--- src/rtl/decoder_5to32.sv ---
// 5-to-32 byte-lane select decoder for the cache fill path, with a registered
// copy of the decode and a tracker that flags when every lane of a line was hit.
module decoder_5to32 #(
    parameter bit ACTIVE_LOW = 1'b0
) (
    input  logic        clk,
    input  logic        reset,
    input  logic        en,
    input  logic [4:0]  sel,
    input  logic        clear,
    output logic [31:0] decOut,
    output logic [31:0] decOutQ,
    output logic [31:0] laneMask,
    output logic        allLanes
);

    localparam logic [31:0] INACTIVE = ACTIVE_LOW ? 32'hFFFF_FFFF : 32'h0000_0000;

    function automatic logic [31:0] lane_onehot(input logic en_i, input logic [4:0] sel_i);
        logic [31:0] r;
        if (en_i) begin
            r = 32'd1 << sel_i;
        end else begin
            r = 32'd0;
        end
        return r;
    endfunction

    logic [31:0] onehot_s;
    logic [31:0] dec_s;
    logic [31:0] dec_out_d;
    logic [31:0] dec_out_q;
    logic [31:0] lane_mask_d;
    logic [31:0] lane_mask_q;

    // Combinational decode with output polarity applied.
    always_comb begin
        onehot_s = lane_onehot(en, sel);
        if (ACTIVE_LOW) begin
            dec_s = ~onehot_s;
        end else begin
            dec_s = onehot_s;
        end
    end

    // Next-state for the decode copy and the lane tracker; the tracker always
    // works on the active-high one-hot so polarity never leaks into it.
    always_comb begin
        dec_out_d   = dec_s;
        lane_mask_d = lane_mask_q;
        if (clear) begin
            lane_mask_d = onehot_s;
        end else begin
            lane_mask_d = lane_mask_q | onehot_s;
        end
    end

    // State registers; reset wins over clear and enable.
    always_ff @(posedge clk) begin
        if (reset) begin
            dec_out_q   <= INACTIVE;
            lane_mask_q <= 32'h0000_0000;
        end else begin
            dec_out_q   <= dec_out_d;
            lane_mask_q <= lane_mask_d;
        end
    end

    assign decOut   = dec_s;
    assign decOutQ  = dec_out_q;
    assign laneMask = lane_mask_q;
    assign allLanes = &lane_mask_q;

endmodule

--- config.mk ---
export PLATFORM = sky130hd
export DESIGN_NAME = decoder_5to32
export DESIGN_NICKNAME = d
export VERILOG_FILES = /design/src/rtl/decoder_5to32.sv
export SDC_FILE = /design/constraint.sdc
export NUM_CORES = 1
export LEC_CHECK = 0
export ABC_AREA = 1
export CAP_MARGIN = 20
export CELL_PAD_IN_SITES_DETAIL_PLACEMENT = 1
export CELL_PAD_IN_SITES_GLOBAL_PLACEMENT = 1
export CORE_MARGIN = 5
export CORE_UTILIZATION = 27
export CTS_BUF_LIST = sky130_fd_sc_hd__clkbuf_4
export CTS_CLUSTER_DIAMETER = 80
export DETAILED_ROUTE_END_ITERATION = 7
export PLACE_DENSITY = 0.85
export RECOVER_POWER = 50
export SETUP_SLACK_MARGIN = 0.15
export SYNTH_ARGS = -nofsm -noshare
export SYNTH_HDL_FRONTEND = slang
export SYNTH_SLANG_ARGS = --single-unit
--- constraint.sdc ---
create_clock -name clk -period 0.9 [get_ports clk]
set_clock_uncertainty 0.1 [all_clocks]
set_input_delay 0.135 -clock clk [delete_from_list [all_inputs] [get_ports clk]]
set_output_delay 0.135 -clock clk [all_outputs]
set_load 0.03 [all_outputs]
==> results.sh, run 1 <==
export IMPL_syn_mean_instance_area_um2=7.84
export IMPL_drv_cap=0
export IMPL_synth_fp_nets=313
export IMPL_netlist_instances=304
export IMPL_area_growth_pct=154
export IMPL_critical_path_required_ns=0.66
export IMPL_drive_gt1_share_pct=83.6
export IMPL_min_path_type="input port to register"
export IMPL_io_buffers=105
export IMPL_rsz0062_at_grt="true"
export IMPL_ant_nets=0
export IMPL_final_nets=533
export IMPL_drc=0
export IMPL_status="finished, violations left"
export IMPL_setup_ws_ns=-0.866
export IMPL_rows=34
export IMPL_synth_edff_count=0
export IMPL_ys_seq_elements=64
export IMPL_die_h_um=104
export IMPL_clock_latency_ns=0.47
export IMPL_hold_buffers=0
export IMPL_initial_core_util_pct=27.5
export IMPL_dpl_hpwl_mm=7.34
export IMPL_start_kind="register"
export IMPL_fin_cells=637
export IMPL_placed_area_um2=4290
export IMPL_dominantRegCellSynth="dfxtp_1"
export IMPL_antenna_found_initial=0
export IMPL_seq_area_frac_synth_pct=53.8
export IMPL_grt_start_max_net_pins=27
export IMPL_clockBufferDepth=2
export IMPL_ios=106
export IMPL_gr_total_overflow=0
export IMPL_root_buffer="clkbuf_4"
export IMPL_async_flop_share_pct=0
export IMPL_first_pass_iters=4
export IMPL_final_area_um2=6040
export IMPL_fmax_ghz=0.566
export IMPL_relSlewSlack_pct=69.0
export IMPL_htreeDepth=3
export IMPL_die_area_um2=10800
export IMPL_yosysMostFrequentCell="nand2_1"
export IMPL_vias=3128
export IMPL_wl_per_cell_um=26.5
export IMPL_yosysWarningCount=0
export IMPL_clkTransAtPathRegs_ns=0.14
export IMPL_grt_pass1_wl_mm=22.0
export IMPL_violations="setup timing"
export IMPL_grt_pass1_vias=3448
export IMPL_cts_tree="done"
export IMPL_wl_mm=16.9
export IMPL_synth_top_area_share_pct=53.8
export IMPL_worstPathMaxFanout=2
export IMPL_worst_setup_path_type="register to output pin"
export IMPL_synth_area_um2=2380
export IMPL_synthDistinctLibCells=18
export IMPL_finalHoldViolations=0
export IMPL_period_share_pct=196
export IMPL_cts_buffers=9
export IMPL_core_um2=8680
export IMPL_place_gp_congestion=0.792
export IMPL_power_density_nw_per_um2=1010
export IMPL_vdd_ir_drop_max_v=0.000712
export IMPL_p_leak_uw=0.00293
export IMPL_drt_iter0_markers=189
export IMPL_drv_slew=0
export IMPL_numPlacedInstances=562
export IMPL_ff2ff_setup_slack_ns=-0.14
export IMPL_synthTopCellsByCount="nand2_1, dfxtp_1, inv_1"
export IMPL_n_antenna_cell=0
export IMPL_die_w_um=104
export IMPL_setup_viol=142
export IMPL_cts_sinks=64
export IMPL_fin_crit_ns=1.77
export IMPL_yosys_top_cells_area="dfxtp_1, nand2_1, nand3_1"
export IMPL_synth_area_leader_cell="dfxtp_1"
export IMPL_setup_tns_ns=-44.45
export IMPL_nFillCells=871
export IMPL_fin_util_pct=69.6
export IMPL_endpoint_kind="output pin"
export IMPL_arrival_ns=1.53
export IMPL_via_per_inst=4.91
export IMPL_grt_usage_pct=26.4
export IMPL_worst_slew_pin_slew_ns=0.464
-- repair_timing --
| item | in CTS | in global routing |
|---|---|---|
| gates cloned | 7 | 0 |
| gates resized for setup | 260 | 108 |
| setup endpoints to repair | 161 | 157 |
| setup buffers | 26 | 27 |
| pin swaps | 57 | 37 |
-- stage by stage --
stage               hold slack, ns  power [uW]  setup WS [ns]
detailed placement           0.465        3520         -0.814
CTS                        0.00445        5850         -0.769
global route                0.0747        6270         -0.927
global placement             0.462        3500         -0.793
floorplan                   0.0944        3240         -0.223
finish                      0.0688        6090         -0.866
-- kinds of logic (layout without fill, tap and decap cells) --
logic type	count (synthesis)	count (layout)	synth area share (%)
and+or+nand+nor	168	168	32.9
buffers and inverters	66	291	12.0
DFF	64	64	53.8
AOI/OAI and AO/OA	6	6	1.26
-- worst paths after layout --
path | from | endpoint | depth (start not counted)
setup / recovery | laneMask[17] | allLanes | 7
hold reg to reg | laneMask[7] | laneMask[7] | 3
hold / removal | sel[2] | decOutQ[19] | 5
setup reg to reg | laneMask[17] | laneMask[17] | 5
-- cell type report --
| type | instances | area (um^2) | area share, % |
|---|---|---|---|
| repair buffers | 221 | 2620 | 43.4 |
| flip-flops and latches | 64 | 1430 | 23.7 |
| multi-input cells | 174 | 1400 | 23.2 |
| inverters | 53 | 292 | 4.83 |
| well taps | 108 | 135 | 2.24 |
| clock inverters | 7 | 71.3 | 1.18 |
| clock buffers | 9 | 67.6 | 1.12 |
| repair inverters | 1 | 20.0 | 0.331 |
-- worst max-delay path: stages, from the launching register on --
cell and delay, ns:
dfxtp_4 0.38, nand2_1 0.08, inv_1 0.08, nand2_2 0.07, nor2_4 0.13, nand2_2 0.07, nor2_4 0.11, buf_6 0.14
-- metal layers --
layer | wire (um) | track usage (%)
met2 | 8900 | 47.1
met1 | 6600 | 30.3
met5 | 0 | 0
met4 | 616 | 8.33
met3 | 774 | 7.20
-- report_power, final --
group	internal, uW	switching [uW]	total [uW]
Sequential	2780	17.6	2800
Clock	842	1350	2190
Combinational	482	624	1110
-- registers in the layout, summed over array words and instances, names as in the netlist --
register and count:
decOutQ 32, laneMask 32
-- cell usage in the layout (no fill, tap or decap), types with 16 or more instances in the layout --
cell type | netlist | final
buf_12 | 1 | 16
buf_4 | 2 | 25
buf_6 | 1 | 165
dfxtp_2 | 0 | 37
dfxtp_4 | 0 | 27
inv_1 | 50 | 18
inv_2 | 0 | 21
nand2_1 | 66 | 33
nand2_2 | 5 | 25
nor2_4 | 8 | 29
Note: power is estimated with default switching activity, not from simulation.
==> inputs of run 2 (changes only) <==
Settings changed: CTS_CLUSTER_SIZE set to 28.
==> results of run 2 <==
The final DEF is identical to that of run 1; final timing and power are the same.
==> inputs of run 3 (changes only) <==
Settings changed: RECOVER_POWER 50 to unset.
==> run 3 against run 2 <==
  * The flow still finishes with violations (setup timing)
  * Wire length fell by 0.21%
  * Die area did not move
  * Core utilization grew 1.2 points
==> results.sh, run 3 (synthesized netlist as in run 1, its figures left out) <==
export IMPL_htreeDepth=3
export IMPL_place_gp_congestion=0.792
export IMPL_wl_mm=16.9
export IMPL_clock_latency_ns=0.46
export IMPL_drt_iter0_markers=164
export IMPL_met1_usage_pct=30.3
export IMPL_relSlewSlack_pct=79.3
export IMPL_initial_core_util_pct=27.5
export IMPL_grt_start_max_net_pins=27
export IMPL_p_leak_uw=0.00294
export IMPL_period_share_pct=195
export IMPL_layout_common_cells="buf_6, nor2_4, dfxtp_2"
export IMPL_antenna_found_initial=0
export IMPL_vdd_ir_drop_max_v=0.000762
export IMPL_finalHoldViolations=0
export IMPL_clkTransAtPathRegs_ns=0.14
export IMPL_critical_path_required_ns=0.66
export IMPL_gr_usage_met2_pct=47.1
export IMPL_setup_ws_ns=-0.856
export IMPL_worstPathMaxFanout=2
export IMPL_worst_setup_path_type="register to output pin"
export IMPL_drv_cap=0
export IMPL_die_w_um=104
export IMPL_endpoint_kind="output pin"
export IMPL_ios=106
export IMPL_final_nets=533
export IMPL_dpl_hpwl_mm=7.34
export IMPL_whs_path_depth=5
export IMPL_area_growth_pct=158
export IMPL_start_kind="register"
export IMPL_setup_tns_ns=-37.60
export IMPL_wl_per_cell_um=26.5
export IMPL_min_path_type="input port to register"
export IMPL_rsz0062_at_grt="true"
export IMPL_die_area_um2=10800
export IMPL_drv_slew=0
export IMPL_cts_buffers=9
export IMPL_met3_usage_pct=7.20
export IMPL_io_buffers=105
export IMPL_core_um2=8680
export IMPL_fin_util_pct=70.8
export IMPL_grt_pass1_wl_mm=22.0
export IMPL_die_h_um=104
export IMPL_hold_buffers=0
export IMPL_via_per_inst=4.91
export IMPL_cts_sinks=64
export IMPL_rows=34
export IMPL_vias=3129
export IMPL_arrival_ns=1.52
export IMPL_grt_pass1_vias=3448
export IMPL_drc=0
export IMPL_total_power_uw=6130
export IMPL_fin_crit_ns=1.76
export IMPL_setup_viol=118
export IMPL_numPlacedInstances=562
export IMPL_clockBufferDepth=2
export IMPL_drive_gt1_share_pct=84.3
export IMPL_power_density_nw_per_um2=998
export IMPL_grt_busiest_layer="met2"
export IMPL_cts_tree="done"
export IMPL_worst_slew_pin_slew_ns=0.310
export IMPL_status="finished, violations left"
export IMPL_fmax_ghz=0.570
export IMPL_fin_cells=637
export IMPL_worst_r2r_path_depth=5
export IMPL_n_antenna_cell=0
export IMPL_root_buffer="clkbuf_4"
export IMPL_first_pass_iters=4
export IMPL_final_common_cell="buf_6"
export IMPL_ant_nets=0
export IMPL_violations="setup timing"
export IMPL_gr_total_overflow=0
export IMPL_grt_usage_pct=26.4
==> run 3: changes by cell type in the layout (fill, tap and decap cells not counted), sizes merged <==
cell / change
clkbuf: -3
buf: +3
==> run 3: what timing repair did <==
| item | in CTS | in global routing |
|---|---|---|
| pin swaps | 57 | 37 |
| buffers inserted | 26 | 27 |
| endpoints found under the setup margin | 161 | 157 |
| gates resized for setup | 260 | 108 |
| gates cloned | 7 | 0 |
==> run 3: worst paths after layout <==
| path | from | end | slack (ns) |
|---|---|---|---|
| max | laneMask[17] | allLanes | -0.86 |
| min | sel[2] | decOutQ[19] | 0.04 |
| max reg2reg | laneMask[17] | laneMask[17] | -0.14 |
| min reg2reg | laneMask[7] | laneMask[7] | 0.51 |
==> run 3: area by class of cell <==
cell class                      count  area (um^2)
Tap cell                          108          135
Fill cell                         860         2540
Timing Repair inverter              1         20.0
Clock buffer                        9         67.6
Sequential cell                    64         1430
Inverter                           53          292
Multi-Input combinational cell    174         1480
Timing Repair Buffer              221         2650
Clock inverter                      7         71.3
==> run 3: where the power goes <==
group          internal (uW)  total (uW)  leakage, uW  switching [uW]
logic                    501        1150      0.00232             648
registers               2780        2800     0.000557            17.6
clock network            843        2180    0.0000683            1340
==> run 3: layer usage <==
metal	part of all wire (%)	wire, um
met3	5.0	845
met2	53	8900
met4	3.7	626
met1	38	6490
met5	0	0
==> run 3: worst max-delay path: stages, from the launching register on <==
cell	delay, ns
dfxtp_4	0.38
nand2_1	0.08
inv_1	0.08
nand2_2	0.07
nor2_4	0.13
nand2_2	0.07
nor2_4	0.11
buf_6	0.13
==> run 3: per-stage QoR <==
stage / instance area [um^2] / setup WS (ns) / hold WS (ns)
after floorplan: 2880 / -0.223 / 0.0944
after global placement: 4290 / -0.793 / 0.462
after detailed placement: 4290 / -0.814 / 0.465
after CTS: 5580 / -0.769 / 0.00445
after global routing: 6140 / -0.927 / 0.0392
final: 6140 / -0.856 / 0.0409
